### src/rtl/ex_operand_stage_pkg.sv
// ex_operand_stage_pkg: ALU op codes, forward-select codes and stage states shared by the operand stage.
package ex_operand_stage_pkg;
    localparam logic [3:0] ALU_ADD_OP  = 4'd0;
    localparam logic [3:0] ALU_SUB_OP  = 4'd1;
    localparam logic [3:0] ALU_AND_OP  = 4'd2;
    localparam logic [3:0] ALU_OR_OP   = 4'd3;
    localparam logic [3:0] ALU_XOR_OP  = 4'd4;
    localparam logic [3:0] ALU_SLL_OP  = 4'd5;
    localparam logic [3:0] ALU_SRL_OP  = 4'd6;
    localparam logic [3:0] ALU_SRA_OP  = 4'd7;
    localparam logic [3:0] ALU_SLT_OP  = 4'd8;
    localparam logic [3:0] ALU_SLTU_OP = 4'd9;
    typedef enum logic [1:0] {FWD_EX, FWD_MEM, FWD_WB, FWD_RF} fwd_sel_e;
    typedef enum logic [1:0] {ADVANCE, BUBBLE, HOLD} stage_st_e;
endpackage

### src/rtl/ex_operand_stage_fwd_mux.sv
// fwd_mux: priority operand select EX > MEM > WB > register file; x0 always reads zero.
module fwd_mux
    import ex_operand_stage_pkg::*;
#(
    parameter int XLEN = 32
) (
    input  logic [4:0]      rs_i,
    input  logic            ex_en_i,
    input  logic [4:0]      ex_rd_i,
    input  logic [XLEN-1:0] ex_data_i,
    input  logic            mem_en_i,
    input  logic [4:0]      mem_rd_i,
    input  logic [XLEN-1:0] mem_data_i,
    input  logic            wb_en_i,
    input  logic [4:0]      wb_rd_i,
    input  logic [XLEN-1:0] wb_data_i,
    input  logic [XLEN-1:0] rf_data_i,
    output logic [XLEN-1:0] data_o
);
    fwd_sel_e sel;
    always_comb begin
        sel = (ex_en_i && ex_rd_i == rs_i)   ? FWD_EX  :
              (mem_en_i && mem_rd_i == rs_i) ? FWD_MEM :
              (wb_en_i && wb_rd_i == rs_i)   ? FWD_WB  : FWD_RF;
        data_o = (rs_i == 5'd0)  ? '0         :
                 (sel == FWD_EX)  ? ex_data_i  :
                 (sel == FWD_MEM) ? mem_data_i :
                 (sel == FWD_WB)  ? wb_data_i  : rf_data_i;
    end
endmodule

### src/rtl/ex_operand_stage.sv
// ex_operand_stage: EX pipeline register with operand forwarding and load-use/stall/flush handling.
// Define EX_FORWARD_EN to enable EX and MEM forwarding; otherwise those hazards stall until they clear.
module ex_operand_stage
    import ex_operand_stage_pkg::*;
#(
    parameter int XLEN = 32
) (
    input  logic            clk,
    input  logic            rst_n,
    input  logic            in_valid,
    output logic            in_ready,
    input  logic [4:0]      in_rs1,
    input  logic [4:0]      in_rs2,
    input  logic [4:0]      in_rd,
    input  logic [XLEN-1:0] in_rs1_data,
    input  logic [XLEN-1:0] in_rs2_data,
    input  logic [XLEN-1:0] in_imm,
    input  logic [XLEN-1:0] in_pc,
    input  logic            in_use_imm,
    input  logic            in_use_pc,
    input  logic            in_reg_write,
    input  logic            in_mem_read,
    input  logic [3:0]      in_op,
    input  logic [XLEN-1:0] alu_result,
    input  logic [4:0]      mem_rd,
    input  logic            mem_reg_write,
    input  logic [XLEN-1:0] mem_data,
    input  logic [4:0]      wb_rd,
    input  logic            wb_reg_write,
    input  logic [XLEN-1:0] wb_data,
    input  logic            ex_stall,
    input  logic            flush,
    output logic            ex_valid,
    output logic            ex_reg_write,
    output logic            ex_mem_read,
    output logic [XLEN-1:0] ex_a,
    output logic [XLEN-1:0] ex_b,
    output logic [3:0]      ex_op,
    output logic [4:0]      ex_rd
);
    logic            ex_valid_q, ex_reg_write_q, ex_mem_read_q;
    logic            ex_valid_d, ex_reg_write_d, ex_mem_read_d;
    logic [XLEN-1:0] ex_a_q, ex_b_q, ex_a_d, ex_b_d, rs1_val, rs2_val;
    logic [3:0]      ex_op_q, ex_op_d;
    logic [4:0]      ex_rd_q, ex_rd_d;
    logic            use1, use2, ex_hit, load_use, hazard, ex_fwd, mem_fwd;
    stage_st_e       st;

    assign use1     = !in_use_pc && in_rs1 != 5'd0;
    assign use2     = !in_use_imm && in_rs2 != 5'd0;
    assign ex_hit   = ex_rd_q != 5'd0 && ((use1 && in_rs1 == ex_rd_q) || (use2 && in_rs2 == ex_rd_q));
    assign load_use = ex_valid_q && ex_mem_read_q && ex_hit;
`ifdef EX_FORWARD_EN
    assign ex_fwd  = ex_valid_q && ex_reg_write_q && !ex_mem_read_q;
    assign mem_fwd = mem_reg_write;
    assign hazard  = load_use;
`else
    logic mem_hit;
    assign mem_hit = mem_rd != 5'd0 && ((use1 && in_rs1 == mem_rd) || (use2 && in_rs2 == mem_rd));
    assign ex_fwd  = 1'b0;
    assign mem_fwd = 1'b0;
    assign hazard  = load_use || (ex_valid_q && ex_reg_write_q && ex_hit) || (mem_reg_write && mem_hit);
`endif

    fwd_mux #(.XLEN(XLEN)) u_fwd_rs1 (
        .rs_i(in_rs1), .ex_en_i(ex_fwd), .ex_rd_i(ex_rd_q), .ex_data_i(alu_result),
        .mem_en_i(mem_fwd), .mem_rd_i(mem_rd), .mem_data_i(mem_data),
        .wb_en_i(wb_reg_write), .wb_rd_i(wb_rd), .wb_data_i(wb_data),
        .rf_data_i(in_rs1_data), .data_o(rs1_val)
    );
    fwd_mux #(.XLEN(XLEN)) u_fwd_rs2 (
        .rs_i(in_rs2), .ex_en_i(ex_fwd), .ex_rd_i(ex_rd_q), .ex_data_i(alu_result),
        .mem_en_i(mem_fwd), .mem_rd_i(mem_rd), .mem_data_i(mem_data),
        .wb_en_i(wb_reg_write), .wb_rd_i(wb_rd), .wb_data_i(wb_data),
        .rf_data_i(in_rs2_data), .data_o(rs2_val)
    );

    // flush beats stall, stall beats a pending capture or bubble
    assign in_ready = rst_n && (flush || (!ex_stall && !hazard));
    always_comb begin
        st = flush ? BUBBLE : ex_stall ? HOLD : (in_valid && !hazard) ? ADVANCE : BUBBLE;
        ex_valid_d     = (st == ADVANCE) || (st == HOLD && ex_valid_q);
        ex_reg_write_d = (st == ADVANCE) ? in_reg_write : (st == HOLD) && ex_reg_write_q;
        ex_mem_read_d  = (st == ADVANCE) ? in_mem_read  : (st == HOLD) && ex_mem_read_q;
        ex_a_d  = (st == ADVANCE) ? (in_use_pc ? in_pc : rs1_val)   : ex_a_q;
        ex_b_d  = (st == ADVANCE) ? (in_use_imm ? in_imm : rs2_val) : ex_b_q;
        ex_op_d = (st == ADVANCE) ? in_op : ex_op_q;
        ex_rd_d = (st == ADVANCE) ? in_rd : ex_rd_q;
    end

    always_ff @(posedge clk or negedge rst_n) begin
        if (!rst_n) begin
            ex_valid_q     <= 1'b0;
            ex_reg_write_q <= 1'b0;
            ex_mem_read_q  <= 1'b0;
            ex_a_q         <= '0;
            ex_b_q         <= '0;
            ex_op_q        <= '0;
            ex_rd_q        <= '0;
        end else begin
            ex_valid_q     <= ex_valid_d;
            ex_reg_write_q <= ex_reg_write_d;
            ex_mem_read_q  <= ex_mem_read_d;
            ex_a_q         <= ex_a_d;
            ex_b_q         <= ex_b_d;
            ex_op_q        <= ex_op_d;
            ex_rd_q        <= ex_rd_d;
        end
    end

    assign ex_valid     = ex_valid_q;
    assign ex_reg_write = ex_reg_write_q;
    assign ex_mem_read  = ex_mem_read_q;
    assign ex_a         = ex_a_q;
    assign ex_b         = ex_b_q;
    assign ex_op        = ex_op_q;
    assign ex_rd        = ex_rd_q;
endmodule

### config.mk
export PLATFORM = sky130hd
export DESIGN_NAME = ex_operand_stage
export DESIGN_NICKNAME = d
export VERILOG_FILES = /design/src/rtl/ex_operand_stage_pkg.sv /design/src/rtl/ex_operand_stage_fwd_mux.sv /design/src/rtl/ex_operand_stage.sv
export SDC_FILE = /design/constraint.sdc
export NUM_CORES = 1
export LEC_CHECK = 0
export CORE_AREA = 8 8 127 129
export DETAILED_ROUTE_END_ITERATION = 8
export DIE_AREA = 0 0 135 137
export PLACE_DENSITY_LB_ADDON = 0.1
export SYNTH_ARGS = -nofsm -noshare
export SYNTH_HDL_FRONTEND = slang
export SYNTH_SLANG_ARGS = --single-unit
### constraint.sdc
create_clock -name clk -period 3.6 [get_ports clk]
set_input_delay 0.9 -clock clk [delete_from_list [all_inputs] [get_ports clk]]
set_output_delay 0.9 -clock clk [all_outputs]
set_load 0.01 [all_outputs]
After elaboration in Yosys (flattened, before gate mapping) --
Index checks and enable logic that the tools add are counted.
Storage, ports and cells: register bits after elaboration 76, output and inout port bits 77, word-level logic and storage cells 75
Operators by class: eq/ne operators 11, muxes and demuxes 17, reduce and logical (&&, ||, !) cells 40
Operators by type and width (number):
- 2-to-1 mux 32 bit | 10
- equality test 5 bit | 6
- logical AND 1 bit | 21
- nonzero test 5 bit | 4
- logical NOT 5 bit | 2
- equality test 2 bit, second input constant | 3
- logical NOT 2 bit | 3
- logical OR 1 bit | 6
- 2-to-1 mux 1 bit | 5
- equality test 2 x 1 -> 1 bit, second input constant | 2
- logical NOT 1 bit | 4
- 2-to-1 mux 2 bit | 2

Longest topological paths before layout --
depth in word-level cells 16, mapped depth 8, depth with buffers taken out 6

Hierarchy --
Synthesis repeated with hierarchy kept, for this count alone.
Second synthesis, totals: cell total of the unflattened synthesis 619, area, all modules 6782.8 um2
By module, submodules not included:
- ex_operand_stage | instances 1, cells an instance 277, area each 3915.0 um2, sequential area each 1901.8 um2
- fwd_mux | instances 2, cells an instance 171, area each 1433.9 um2, sequential area each 0.0 um2

Worst setup path after synthesis --
No wires, ideal clock.
path kind input -> output, from input port in_rs2[0], to output port in_ready, arrival time 2.330 ns, data required time 2.700 ns, slack 0.370 ns, cell stages on the path 6, path buffers 0, path through or4_1 > o21bai_2 > nor2_1 > a221o_1 > nor2_1 > o21a_1
Between the ends: longest elaborated chain between the ends 12
RTL lines:
- start: declaration | line ex_operand_stage.sv:13 | input logic [4:0] in_rs2,
- nonzero test 5 bit | line ex_operand_stage.sv:50 | assign use2 = !in_use_imm && in_rs2 != 5'd0;
- logical AND 1 bit | line ex_operand_stage.sv:50
- logical AND 1 bit | line ex_operand_stage.sv:51 | assign ex_hit = ex_rd_q != 5'd0 && ((use1 && in_rs1 == ex_rd_q) || (use2 && in_rs2 == ex_rd_q));
- logical OR 1 bit | line ex_operand_stage.sv:51
- logical AND 1 bit | line ex_operand_stage.sv:51
- logical AND 1 bit (on tied branches) | line ex_operand_stage.sv:52, ex_operand_stage.sv:62
- logical OR 1 bit | line ex_operand_stage.sv:62 | assign hazard = load_use || (ex_valid_q && ex_reg_write_q && ex_hit) || (mem_reg_write && mem_hit);
- logical OR 1 bit * | line ex_operand_stage.sv:62
- logical NOT 1 bit * | line ex_operand_stage.sv:79 | assign in_ready = rst_n && (flush || (!ex_stall && !hazard));
- logical AND 1 bit * | line ex_operand_stage.sv:79
- logical OR 1 bit * | line ex_operand_stage.sv:79
- logical AND 1 bit * | line ex_operand_stage.sv:79
- end: declaration | line ex_operand_stage.sv:11 | output logic in_ready,
Every way passes the cells marked *; elsewhere a longest branch is shown, timed or not.

Worst setup path in the final report --
from input port in_rs2[4], to output port in_ready
Same word-level chain as after synthesis.

==> flow_summary.ini <==
[route]
viasPerCell = 4.83
route.antenna.remaining_nets = 0
wl_um = 18100
initialDrtViolationCount = 167
first_pass_drt_iterations = 4
detail_route.wl_per_cell_um = 19.6
vias = 4450
drt_drc_violations_left = 0

[critical_path]
critical_path_class = in -> out
most_frequent_cp_cell = sky130_fd_sc_hd__nor2_1
worst_path_max_delay_cell = sky130_fd_sc_hd__or4_4
data_required_critical_path_ns = 2.70
arrival_ns = 2.64
worst_path_max_stage_delay_ns = 0.56
path_max_fanout = 3
count_of_buffering_cells_on_the_critical_path_with_inverters_included = 2
cp_cell_sequence = dlygate4sd2_1 > or4_4 > o21bai_4 > nor2_1 > a221o_1 > nor2_1 > o21a_1 > buf_2
cpLargestDelayFamily = simple AND/OR/NAND/NOR gates
startpoint_type = input port
timing.critical_path.to_type = output pin

[global_route]
via_count_of_the_first_global_routing_pass = 4931
antenna_violations_before_repair = 0
global_route.usage.total_pct = 19.0
globalRouteOverflowTotal = 0
grt_pass1_wl_um = 27100
largest_net_degree_at_the_start_of_global_routing = 67

[sta]
timing.final.ws_setup_ns = 0.0601
post-route-min-period_ns = 3.54
finalMaxSlewViolations = 0
setup_tns_ns = 0
timing.clock.skew_ns = 0.00425
report.final.setup_viol = 0
slew_margin_rel_pct = 42.5
finalHoldViolCount = 0
highest_clock_frequency_the_design_can_meet_ghz = 0.282
final_min_period_over_clock_period_pct = 98.3
tightestPinTransition_ns = 0.862
final.hold.worst_slack_ns = 0.402

[run]
max_cap_viol_count = 0

[die]
chipWidth_um = 135
floorplan.die_area_um2 = 18500
ioPinCount = 341
core-area_um2 = 14200
rows = 44
die-height_um = 137
initial_utilization_pct = 32.2

[pwr]
p_switching_uw = 883
seq_power_share_pct = 36.7
peakVddDrop_mv = 0.223
cellLeakagePower_uw = 0.00324
pwr_density_cell_nw_per_um2 = 383
power_report.internal_total_uw = 2240
power.clock.fraction_pct = 26.4
comb_power_share_pct = 37.0
fin_total_pwr_uw = 3120
swShare_pct = 28.3

[clock_network]
worst_skew_pair.late_latency_ns = 0.33
tritoncts.num_buffers = 9
cts.root.buffer_cell = sky130_fd_sc_hd__clkbuf_16
cts.clk_slew.worst_paths_ns = 0.06
h_tree_depth = 3
clock_tree.buffer_depth = 2
cts_num_sinks = 76
tritoncts = done

[synthesis]
synth_mux_area_share_pct = 32.0
synth_fa_ha_area_share_pct = 0
xor_and_xnor_fraction_of_the_mapped_netlist_area_pct = 5.75
post_synth_inst_count = 434
synth_top_family_by_area = multiplexers
synth.distinct_cells = 30
yosys.area_share.simple_pct = 8.38
post_synthesis_compound_gate_area_fraction_pct = 8.93
yosysSeqAreaShare_pct = 41.6
syn_nets = 698
synthesis.area_per_instance_um2 = 10.5
ys_seq_elements = 76
syn_area_um2 = 4570
ys.warnings.count = 0

[min_path]
timing.hold.worst.class = in -> async

[place]
dp_hpwl_um = 14300
numPortBuffers = 276
gpl.final_weighted_congestion = 0.870
dp_slack_ns = -0.545

[layout]
diodes = 0
nFillCells = 1237
drive_gt1_share_pct = 16.7
layout.nets = 997
layout.cells.most_common = sky130_fd_sc_hd__clkdlybuf4s50_1
utilization_pct = 57.2
area_delta_synth_final_pct = 78.0
most-common-layout-cells = sky130_fd_sc_hd__clkdlybuf4s50_1, sky130_fd_sc_hd__dfrtp_1, sky130_fd_sc_hd__o21ai_0

[outcome]
outcome = finished, final reports clean
-- per-layer routing --
layer	share of wire (%)	GRT usage, %	up-vias
li1	-	-	2138
met1	39	20.6	2126
met2	52	34.4	163
met3	7.0	5.25	23
met4	1.9	7.22	0
met5	0	0	-
-- synthesized netlist by cell type, drive strengths merged --
library cell / n / area, µm²
mux2i: 64 / 641
xor2: 20 / 175
nor4b: 1 / 23.8
o31ai: 1 / 7.51
mux2: 73 / 822
nand2: 64 / 240
or4: 3 / 22.5
a21oi: 1 / 5.00
xnor2: 10 / 87.6
nor3: 4 / 20.0
nor4: 3 / 18.8
a21o: 1 / 7.51
buf: 9 / 71.3
and3: 2 / 12.5
a221o: 1 / 10.0
a22o: 2 / 17.5
o21ai: 66 / 330
o21a: 1 / 7.51
nand4b: 1 / 8.76
nor2: 4 / 15.0
dfrtp: 76 / 1900
nor2b: 1 / 6.26
nand3: 3 / 15.0
o21bai: 2 / 22.5
clkbuf: 21 / 78.8
-- metrics by stage --
stage / cells / area [µm²]
3_5_place_dp: 903 / 7790
6_report: 922 / 8130
2_1_floorplan: 434 / 4570
4_1_cts: 922 / 8110
3_3_place_gp: 903 / 7790
5_1_grt: 922 / 8130
-- power by group through the flow --
stage	Combinational [µW]	Sequential (µW)	Clock (µW)
floorplan	301	1230	0
global placement	1150	1150	0
detailed placement	1160	1160	0
CTS	1170	1150	849
global route	1230	1170	889
finish	1150	1140	822
-- cells by family after synthesis --
| group | Yosys count |
|---|---|
| buf+inv | 30 |
| mux | 137 |
| simple gates | 86 |
| compound gates | 75 |
| flops | 76 |
| xor+xnor | 30 |
-- flip-flops by register name, summed over array words and instances, names as in the netlist --
register      cells
ex_valid          1
ex_a             32
ex_op             4
ex_b             32
ex_reg_write      1
ex_mem_read       1
ex_rd             5
-- what timing repair did --
| action | 4_1_cts | 5_1_grt |
|---|---|---|
| hold endpoints to repair | 0 | 0 |
| hold buffers | 0 | 0 |
| setup endpoints to repair | 1 | 1 |
| pin swaps | 9 | 6 |
| buffers inserted | 3 | 1 |
| gates resized for setup | 22 | 5 |
-- final timing paths --
check                               start  endpoint  slack [ns]  cells past startpoint
worst max-delay path            in_rs2[4]  in_ready        0.06                      8
worst min-delay path                rst_n  ex_a[28]        0.40                      1
worst max register to register   ex_rd[0]  ex_op[3]        0.89                     10
worst min register to register   ex_a[17]  ex_a[17]        0.48                      1
max in group asynchronous           rst_n  ex_b[24]        2.10                      2
min in group clk                 ex_a[17]  ex_a[17]        0.48                      1
-- cell type report --
type,instances,area [µm²],share of cell area (%)
Sequential cell,76,1900,23.4
Clock buffer,11,243,2.99
Clock inverter,5,27.5,0.339
Multi-Input combinational cell,328,2580,31.7
Timing Repair Buffer,318,3150,38.8
Tap cell,184,230,2.83
(Power assumes the default switching activity.)
